### config.mk
export PLATFORM = sky130hd
export DESIGN_NAME = imem_loader
export DESIGN_NICKNAME = d
export VERILOG_FILES = /design/src/rtl/imem_loader.sv
export SDC_FILE = /design/constraint.sdc
export NUM_CORES = 1
export LEC_CHECK = 0
export ABC_AREA = 1
export CELL_PAD_IN_SITES_DETAIL_PLACEMENT = 1
export CELL_PAD_IN_SITES_GLOBAL_PLACEMENT = 1
export CORE_ASPECT_RATIO = 0.5
export CORE_MARGIN = 8
export CORE_UTILIZATION = 34
export DETAILED_ROUTE_END_ITERATION = 6
export HOLD_SLACK_MARGIN = 0.15
export PLACE_DENSITY_LB_ADDON = 0.1
export RECOVER_POWER = 25
export SYNTH_ARGS = -nofsm -noshare
export SYNTH_HDL_FRONTEND = slang
export SYNTH_SLANG_ARGS = --single-unit
### constraint.sdc
create_clock -name clk -period 2.8 [get_ports clk]
set_input_delay 0.56 -clock clk [delete_from_list [all_inputs] [get_ports clk]]
set_output_delay 0.56 -clock clk [all_outputs]
set_load 0.05 [all_outputs]
### src/rtl/imem_loader.sv
// Program loader: accepts 32-bit instruction words over a valid/ready stream
// and writes them big-endian, one byte per cycle, into byte-addressed instruction memory.
module imem_loader #(
  parameter int unsigned MEM_BYTES = 256,
  parameter int unsigned CNT_W     = 16
) (
  input  logic             clk,
  input  logic             rst_n,
  input  logic             start,
  input  logic [31:0]      start_addr,
  input  logic [31:0]      word_in,
  input  logic             word_valid,
  input  logic             word_last,
  output logic             word_ready,
  output logic             mem_write_en,
  output logic [31:0]      mem_write_addr,
  output logic [7:0]       mem_write_data,
  output logic             busy,
  output logic             done,
  output logic             error,
  output logic [CNT_W-1:0] words_written
);

  localparam int unsigned AW = $clog2(MEM_BYTES);

  typedef enum logic [1:0] {
    IDLE   = 2'd0,
    ACCEPT = 2'd1,
    WRITE  = 2'd2,
    DONE   = 2'd3
  } state_t;

  state_t          state, state_d;
  logic [AW-1:0]   ptr, ptr_d;
  logic [1:0]      idx, idx_d;
  logic [31:0]     wrd, wrd_d;
  logic            last, last_d;
  logic [CNT_W-1:0] cnt_d;
  logic            err_d;

  logic            word_ready_d;
  logic            mem_write_en_d;
  logic [AW-1:0]   addr_d;
  logic [7:0]      data_d;
  logic            busy_d;
  logic            done_d;

  // Next-state logic; outputs are computed from the next state so they can be registered
  always_comb begin
    state_d        = state;
    ptr_d          = ptr;
    idx_d          = idx;
    wrd_d          = wrd;
    last_d         = last;
    cnt_d          = words_written;
    err_d          = error;
    word_ready_d   = 1'b0;
    mem_write_en_d = 1'b0;
    addr_d         = '0;
    data_d         = '0;
    busy_d         = 1'b0;
    done_d         = 1'b0;

    unique case (state)
      IDLE: begin
        if (start) begin
          if (start_addr[1:0] == 2'd0) begin
            ptr_d   = AW'(start_addr % 32'(MEM_BYTES));
            cnt_d   = '0;
            err_d   = 1'b0;
            state_d = ACCEPT;
          end else begin
            err_d = 1'b1;
          end
        end
      end
      ACCEPT: begin
        if (word_valid) begin
          wrd_d   = word_in;
          last_d  = word_last;
          idx_d   = 2'd0;
          state_d = WRITE;
        end
      end
      WRITE: begin
        if (idx == 2'd3) begin
          ptr_d   = ptr + AW'(4);
          cnt_d   = words_written + CNT_W'(1);
          state_d = last ? DONE : ACCEPT;
        end else begin
          idx_d = idx + 2'd1;
        end
      end
      DONE: state_d = IDLE;
      default: state_d = IDLE;
    endcase

    word_ready_d   = (state_d == ACCEPT);
    mem_write_en_d = (state_d == WRITE);
    busy_d         = (state_d != IDLE);
    done_d         = (state_d == DONE);
    if (mem_write_en_d) begin
      addr_d = ptr_d + AW'(idx_d);
      unique case (idx_d)
        2'd0: data_d = wrd_d[31:24];
        2'd1: data_d = wrd_d[23:16];
        2'd2: data_d = wrd_d[15:8];
        2'd3: data_d = wrd_d[7:0];
        default: data_d = '0;
      endcase
    end
  end

  // State and output registers
  always_ff @(posedge clk or negedge rst_n) begin
    if (!rst_n) begin
      state          <= IDLE;
      ptr            <= '0;
      idx            <= '0;
      wrd            <= '0;
      last           <= 1'b0;
      words_written  <= '0;
      error          <= 1'b0;
      word_ready     <= 1'b0;
      mem_write_en   <= 1'b0;
      mem_write_addr <= '0;
      mem_write_data <= '0;
      busy           <= 1'b0;
      done           <= 1'b0;
    end else begin
      state          <= state_d;
      ptr            <= ptr_d;
      idx            <= idx_d;
      wrd            <= wrd_d;
      last           <= last_d;
      words_written  <= cnt_d;
      error          <= err_d;
      word_ready     <= word_ready_d;
      mem_write_en   <= mem_write_en_d;
      mem_write_addr <= 32'(addr_d);
      mem_write_data <= data_d;
      busy           <= busy_d;
      done           <= done_d;
    end
  end

endmodule
# After elaboration in Yosys (flattened, before gate mapping)
# Cells that the tools add are included.
# Widths: inputs -> output; s select.
[word_totals] register_bits=82 out_inout_bits=61 word_cells=61
[classes] add_sub_neg=4 n_eq_ne=13 muxes=23 n_reduce_logical=8
[op_table] cell="$mux 32" count=2
[op_table] cell="$mux 16" count=3
[op_table] cell="$mux 8" count=5
[op_table] cell="$pmux 16 s2" count=1
[op_table] cell="$pmux 8 s4" count=1
[op_table] cell="$add 16x1->16 const B" count=1
[op_table] cell="$pmux 8 s2" count=1
[op_table] cell="$eq 2x2->1 const B" count=7
[op_table] cell="$mux 2" count=7
[op_table] cell="$add 8x2->8" count=1
[op_table] cell="$add 8x3->8 const B" count=1
[op_table] cell="$pmux 2 s4" count=1
[op_table] cell="$eq 2x1->1 const B" count=3
[op_table] cell="$logic_not 2->1" count=3
[op_table] cell="$ne 2x2->1 const B" count=3
[op_table] cell="$pmux 2 s2" count=1
[op_table] cell="$reduce_and 2->1" count=2
[op_table] cell="$reduce_and 4->1" count=1
[op_table] cell="$reduce_bool 2->1" count=2
[op_table] cell="$add 2x1->2 const B" count=1
[op_table] cell="$mux 1" count=1

# Longest topological paths before layout
# Gate-level depths: netlist of run 1.
[depth] word_depth=6 mapped_depth=15 ltp_nobuf=14

# Worst setup path before layout of run 1
# No wires, ideal clock.
[synth_path] path_kind="register to register" startpoint="reg state[0]" endpoint="reg mem_write_addr[6]" t_arrival_ns=2.224 path_slack_ns=0.457 stages_incl_launch_ff=13 path_buffers=0 path_cell_list="dfrtp_1 inv_1 ha_1 inv_2 nand2_4 nor2_1 nor2_1 ha_1 fa_1 nand3_1 nor2_1 a21oi_1 nor2_1"
[synth_between] elab_cells_between_ends=14
[synth_lines] element="start: declaration" line_no="33" source="state_t state, state_d;"
[synth_lines] element="start signal: assignment" line_no="131" source="state <= state_d;"
[synth_lines] element="$eq 2x2->1 or $logic_not 2->1 (tied branches)" line_no="64" source="unique case (state)"
[synth_lines] element="$pmux 8 s2 *" line_no="64"
[synth_lines] element="net ptr_d[0]" line_no="34" source="logic [AW-1:0] ptr, ptr_d;"
[synth_lines] element="$add 8x2->8 *" line_no="103" source="addr_d = ptr_d + AW'(idx_d);"
[synth_lines] element="$mux 8 *" line_no="102" source="if (mem_write_en_d) begin"
[synth_lines] element="net addr_d[6]" line_no="43" source="logic [AW-1:0] addr_d;"
[synth_lines] element="end signal: assignment" line_no="140" source="mem_write_addr <= 32'(addr_d);"
[synth_lines] element="end: declaration" line_no="16" source="output logic [31:0] mem_write_addr,"
# Mark *: on every way through the listed nets, which the timed path passes. The rest lies on a longest branch.
# A chain may end at the register's enable or synchronous reset.

# Worst setup path in the final report of run 1
[layout_path] startpoint="reg state[1]" endpoint="reg mem_write_addr[5]"
[layout_between] elab_cells_between_ends=14
[layout_lines] element="$eq 2x2->1 or $eq 2x1->1 (tied branches)" line_no="64"
[layout_lines] element="$pmux 2 s2 *" line_no="64"
[layout_lines] element="net idx_d[1]" line_no="35" source="logic [1:0] idx, idx_d;"
[layout_lines] element="$add 8x2->8 *" line_no="103"
[layout_lines] element="$mux 8 *" line_no="102"
[layout_lines] element="net addr_d[5]" line_no="43"
# Marked as above.

==> impl_metrics.py, run 1 <==
metrics = {
    "routing": {
        "first_pass_iters": 4,
        "vias": 3585,
        "ant_nets": 0,
        "wl_mm": 11.86,
        "drc_errors": 0,
        "via_per_inst": 4.561,
        "wl_per_cell_um": 15.08,
        "drt-initial-drc-count": 119,
    },
    "min_path": {
        "hold_class": "register to register",
        "min_from": "wrd[4]",
        "min_to": "wrd[4]",
        "holdPathStages": 2,
    },
    "layout": {
        "antenna_cells": 0,
        "nets": 688,
        "drive_above_1_share_pct": 9.903,
        "final_cell_mix": "nand2_1, dfrtp_1, clkdlybuf4s50_1",
        "area_growth_pct": 29.82,
        "final_common_cell": "nand2_1",
        "final_cell_area_mm2": 0.005583,
    },
    "placement": {
        "io_buffers": 81,
        "gp_congestion": 0.7418,
        "post_dp_cell_area_mm2": 0.005264,
        "hpwl_mm": 8.781,
    },
    "synthesis": {
        "avgSynthCellArea_um2": 8.318,
        "synth-seq-area-share_pct": 47.72,
        "synth_top_family_by_area": "simple AND/OR/NAND/NOR gates",
        "syn_area_mm2": 0.004300,
        "synth_simple_gate_area_share_pct": 29.21,
        "synth_compound_area_share_pct": 9.107,
        "synth.distinct_cells": 45,
        "synth_mux_area_share_pct": 0,
        "synth_seq_cells": 82,
        "async_flop_share_pct": 100.0,
        "ys_warn_count": 0,
        "synth-xor-area-share_pct": 0.4073,
        "synthAdderAreaFrac_pct": 2.502,
        "ys.flop_type": "dfrtp_1",
        "synth_edf_count": 0,
        "syn-instance-count": 517,
    },
    "sta": {
        "fmax_ghz": 0.4018,
        "finalHoldViolCount": 0,
        "fin_crit_ns": 2.489,
        "report.final.slew_viol_count": 0,
        "fin_crit_sh_pct": 88.88,
        "rsz0062_at_grt": "false",
        "maxSlewHeadroom_pct": 7.863,
        "clock_skew_ns": 0.006645,
        "worstMarginPinSlew_ns": 1.382,
        "finalSetupViolations": 0,
        "finalSetupTns_ns": 0,
    },
    "floorplanning": {
        "rows": 29,
        "core-area_mm2": 0.01252,
        "die_h_um": 95.53,
        "dieArea_mm2": 0.01672,
        "pin_count": 130,
        "die_x_um": 175.1,
        "start_util_pct": 34.35,
    },
    "critical_path": {
        "cp_max_fo": 5,
        "end_kind": "register",
        "ff2ff_path_depth": 12,
        "cp.required_ns": 3.01,
        "worstReg2RegStart": "state[1]",
        "critical_path_class": "register to register",
        "r2r_slack_ns": 0.31,
        "r2r-end": "mem_write_addr[5]",
        "cp-start-kind": "register",
        "cp.arrival_ns": 2.70,
    },
    "cts": {
        "cts_buffer_depth": 2,
        "cts_tree": "built",
        "clk_pin_slew_ns": 0.07,
        "cts_root_buf": "clkbuf_16",
        "cts_resized": 0,
        "clk_latency_ns": 0.34,
        "cts.sinks": 82,
        "cts_buffers": 9,
        "cts_setup_buffers": 0,
        "htree_levels": 3,
    },
    "global_routing": {
        "grt_overflow": 0,
        "grt_pass1_wl_mm": 20.03,
        "grt_max_degree": 61,
        "grtUsageTotal_pct": 14.90,
        "grt_pass1_vias": 3953,
        "antenna_found_initial": 0,
    },
    "pwr": {
        "ir_drop_v": 0.0002813,
        "p_leak_nw": 2.769,
        "powerDensity_mw_per_mm2": 855.9,
    },
    "status": {
        "outcome": "finished, final reports clean",
    },
    "run": {
        "maxCapViolations": 0,
    },
}
-- worst max-delay path by stage --
stage / from / end / slack (ns) / depth (start not counted)
finish: state[1] / mem_write_addr[5] / 0.31 / 12
global route: state[1] / mem_write_addr[5] / 0.007 / 12
CTS: state[1] / mem_write_addr[5] / 0.26 / 12
detailed placement: word_valid / mem_write_addr[5] / 0.07 / 11
global placement: word_valid / mem_write_addr[5] / 0.12 / 11
floorplan: state[0] / mem_write_addr[6] / 0.46 / 12
-- sequential cells by signal (all words and copies together) (netlist names) --
name,flops
mem_write_data,8
busy,1
last,1
words_written,16
ptr,8
wrd,32
done,1
mem_write_addr,8
idx,2
mem_write_en,1
error,1
word_ready,1
state,2
-- final cells by class --
type | count | area [um^2]
Timing Repair Buffer | 96 | 919.6
Tap cell | 170 | 212.7
Sequential cell | 82 | 2052
Inverter | 55 | 210.2
Clock inverter | 7 | 100.1
Clock buffer | 9 | 225.2
Fill cell | 1513 | 6935
Multi-Input combinational cell | 367 | 1863
-- Yosys cell counts, drive strengths merged, types with 6 or more instances --
cell | count | share of area [%]
ha | 7 | 2.0
a21oi | 27 | 3.2
inv | 53 | 4.7
dfrtp | 82 | 48
nand3 | 35 | 4.6
nand2 | 181 | 17
buf | 32 | 5.7
nor2 | 37 | 5.1
o21ai | 20 | 2.3
o22ai | 6 | 0.87
nand4 | 8 | 1.2
-- per-layer routing --
layer  up-vias  wire (um)  GRT usage (%)
met3         9        439          3.953
met2        71       5593          25.38
met4         0        110          3.574
met5         -          0              0
met1      1716       5713          18.83
li1       1789          -              -
-- cells by family after synthesis --
kind of cell,after synthesis
and+or+nand+nor,269
DFF,82
buffers and inverters,91
xor gates and xnor gates,2
other,1
adders and majority gates,8
AOI/OAI and AO/OA,64
-- power breakdown --
group          leakage (nW)  internal [mW]  switching (mW)
Combinational          1.53          0.559            1.23
Clock                 0.160          0.789           0.516
Sequential             1.08           1.53           0.158
-- metrics by stage --
step	setup WS, ns	util (%)	instances	total power, mW	hold slack [ns]
CTS	0.2628	44.73	786	4.851	0.4756
finish	0.3112	44.60	786	4.778	0.4751
global placement	0.1192	42.05	769	3.473	0.4541
global route	0.007332	44.60	786	5.095	0.4922
detailed placement	0.07081	42.05	769	3.508	0.4576
floorplan	0.4568	-	540	2.966	0.2644
-- repair_timing --
item / CTS / global route
setup endpoints to repair: 0 / 0
endpoints found under the hold margin: 22 / 0
hold buffers: 1 / 0
-- worst max-delay path: stages (launching register included) --
cell and delay, ns:
dfrtp_1 0.45, inv_1 0.09, ha_1 0.34, o21ai_1 0.11, o21ai_1 0.20, clkinv_1 0.23
ha_1 0.35, a21oi_1 0.22, inv_1 0.06, nand3_1 0.08, nor2_1 0.07, o21ai_1 0.12
a21oi_1 0.05
No activity file was read; power rests on OpenSTA's default activity.
==> run 2, diff against run 1 <==
Settings changed: CORE_UTILIZATION 34 to 44, DONT_BUFFER_PORTS set to 1.
==> run 2 against run 1 <==
Worst setup slack lost 0.018 ns. Sequential share of layout area rose by 6.7 points. Critical endpoint is now mem_write_addr[6]. Count of clock-buffer cells in the layout grew 1. Combinational power down 28%. Clock power down 12%. Utilization up 5.2 points. Power fell by 8.3%. Sequential power grew 17%. Clock skew rose by 0.0034 ns. Routed wire length fell by 8.4%. Maximum frequency is 0.74% lower. Critical path type unchanged. Cell count decreased by 14%.
==> impl_metrics.py, run 2 (synthesis gave the netlist of run 1 again) <==
metrics = {
    "layout": {
        "final_cell_area_mm2": 0.004721,
        "largestRegisters": "wrd: 32 flops, words_written: 16 flops",
        "final_core_util_pct": 49.81,
        "area_growth_pct": 9.776,
        "antenna_cells": 0,
        "fill_cells": 1175,
        "top_register": "wrd",
        "largest_reg_flops": 32,
        "final_common_cell": "nand2_1",
        "regArea_mm2": 0.002052,
        "drive_above_1_share_pct": 12.27,
        "final_cell_mix": "nand2_1, dfrtp_1, inv_1",
        "nets": 610,
        "multi_input_area_mm2": 0.001863,
    },
    "critical_path": {
        "ff2ff_path_depth": 12,
        "cp-start-kind": "register",
        "endpoint": "mem_write_addr[6]",
        "critPathLaunch": "state[0]",
        "cp.required_ns": 3.03,
        "critical_path_class": "register to register",
        "end_kind": "register",
        "cp.arrival_ns": 2.73,
        "r2r-end": "mem_write_addr[6]",
        "worstReg2RegStart": "state[0]",
        "cp_max_fo": 5,
        "r2r_slack_ns": 0.29,
    },
    "global_routing": {
        "grtUsageTotal_pct": 17.23,
        "grt_max_degree": 83,
        "grt_overflow": 0,
        "grt_pass1_vias": 3690,
        "antenna_found_initial": 0,
        "grt_pass1_wl_mm": 18.21,
    },
    "cts": {
        "cts_root_buf": "clkbuf_16",
        "clk_latency_ns": 0.34,
        "clk_pin_slew_ns": 0.06,
        "cts_buffers": 9,
        "cts.sinks": 82,
        "cts_tree": "built",
        "cts_setup_buffers": 0,
        "htree_levels": 3,
        "cts_buffer_depth": 2,
    },
    "placement": {
        "gp_congestion": 0.7354,
        "pre_cts_ws_ns": 0.2280,
        "io_buffers": 0,
        "post_dp_cell_area_mm2": 0.004414,
        "hpwl_mm": 7.892,
    },
    "routing": {
        "drc_errors": 0,
        "wl_met1_mm": 4.807,
        "ant_nets": 0,
        "first_pass_iters": 4,
        "wl_per_cell_um": 16.14,
        "vias": 3365,
        "wl_mm": 10.86,
        "highest_layer": "met4",
        "route.met3.wl_um": 713,
        "dr_wl_met2_mm": 5.213,
        "drt-initial-drc-count": 109,
        "via_per_inst": 5.000,
    },
    "sta": {
        "finalSetupViolations": 0,
        "clock_skew_ns": 0.01003,
        "finalSetupTns_ns": 0,
        "worstMarginPinSlew_ns": 1.146,
        "setup_ws_ns": 0.2928,
        "maxSlewHeadroom_pct": 23.58,
        "report.final.slew_viol_count": 0,
        "fin_crit_sh_pct": 89.54,
        "finalHoldViolCount": 0,
        "fin_crit_ns": 2.507,
        "rsz0062_at_grt": "false",
        "fmax_ghz": 0.3989,
    },
    "run": {
        "maxCapViolations": 0,
    },
    "floorplanning": {
        "pin_count": 130,
        "rows": 25,
        "die_h_um": 85.91,
        "start_util_pct": 45.37,
        "die_x_um": 155.8,
        "core-area_mm2": 0.009478,
        "dieArea_mm2": 0.01338,
    },
    "pwr": {
        "ir_drop_v": 0.0003560,
        "powerDensity_mw_per_mm2": 928.5,
        "power_mw": 4.383,
        "p_leak_nw": 2.478,
    },
    "min_path": {
        "hold_class": "primary input to register",
    },
    "status": {
        "outcome": "finished, final reports clean",
    },
}
-- run 2: cell types whose count changed in the layout (fill, tap and decap cells not counted), moves of 2 or more --
cell,previous run,this run
bufinv_16,2,0
clkbuf_1,2,0
buf_4,12,16
clkdlybuf4s50_1,80,0
-- run 2: per-stage QoR --
step	hold WS (ns)	instances
floorplan	0.2644	540
global placement	0.2672	655
detailed placement	0.2666	655
CTS	0.3292	673
global route	0.3400	673
finish	0.3419	673
-- run 2: worst min-delay path by stage --
stage	start	end	slack, ns	cells after the start
floorplan	rst_n	busy	0.26	0
CTS	word_in[26]	wrd[26]	0.33	2
global placement	rst_n	wrd[13]	0.27	0
global route	word_last	last	0.34	2
finish	word_last	last	0.34	2
detailed placement	rst_n	wrd[13]	0.27	0
-- run 2: layout make-up --
class,count,share of cell area [%]
Inverter,55,4.453
Sequential cell,82,43.47
Multi-Input combinational cell,367,39.46
Timing Repair Buffer,18,2.915
Clock buffer,10,5.062
Clock inverter,6,1.060
Tap cell,135,3.578
-- run 2: timing repair --
| action | in CTS | in global routing |
|---|---|---|
| hold buffers | 2 | 0 |
| hold endpoints to repair | 82 | 0 |
| endpoints found under the setup margin | 0 | 4 |
| gates resized for setup | 0 | 1 |
-- run 2: critical path, stage by stage, from the launching register on --
cell	delay [ns]
dfrtp_1	0.38
inv_1	0.10
ha_1	0.23
inv_2	0.18
nand2_4	0.06
nor2_1	0.30
nor2_1	0.12
ha_1	0.23
fa_1	0.40
nand3_1	0.14
nor2_1	0.08
a21oi_1	0.13
nor2_1	0.06
-- run 2: report_power, final --
part	switching (mW)	internal, mW
clock	0.509	0.636
combinational	0.909	0.374
sequential	0.433	1.52
-- run 2: per-layer routing --
metal	vias up	global-route usage, %
met5	-	0
met1	1636	20.49
li1	1638	-
met4	0	5.245
met3	9	5.717
met2	82	29.20
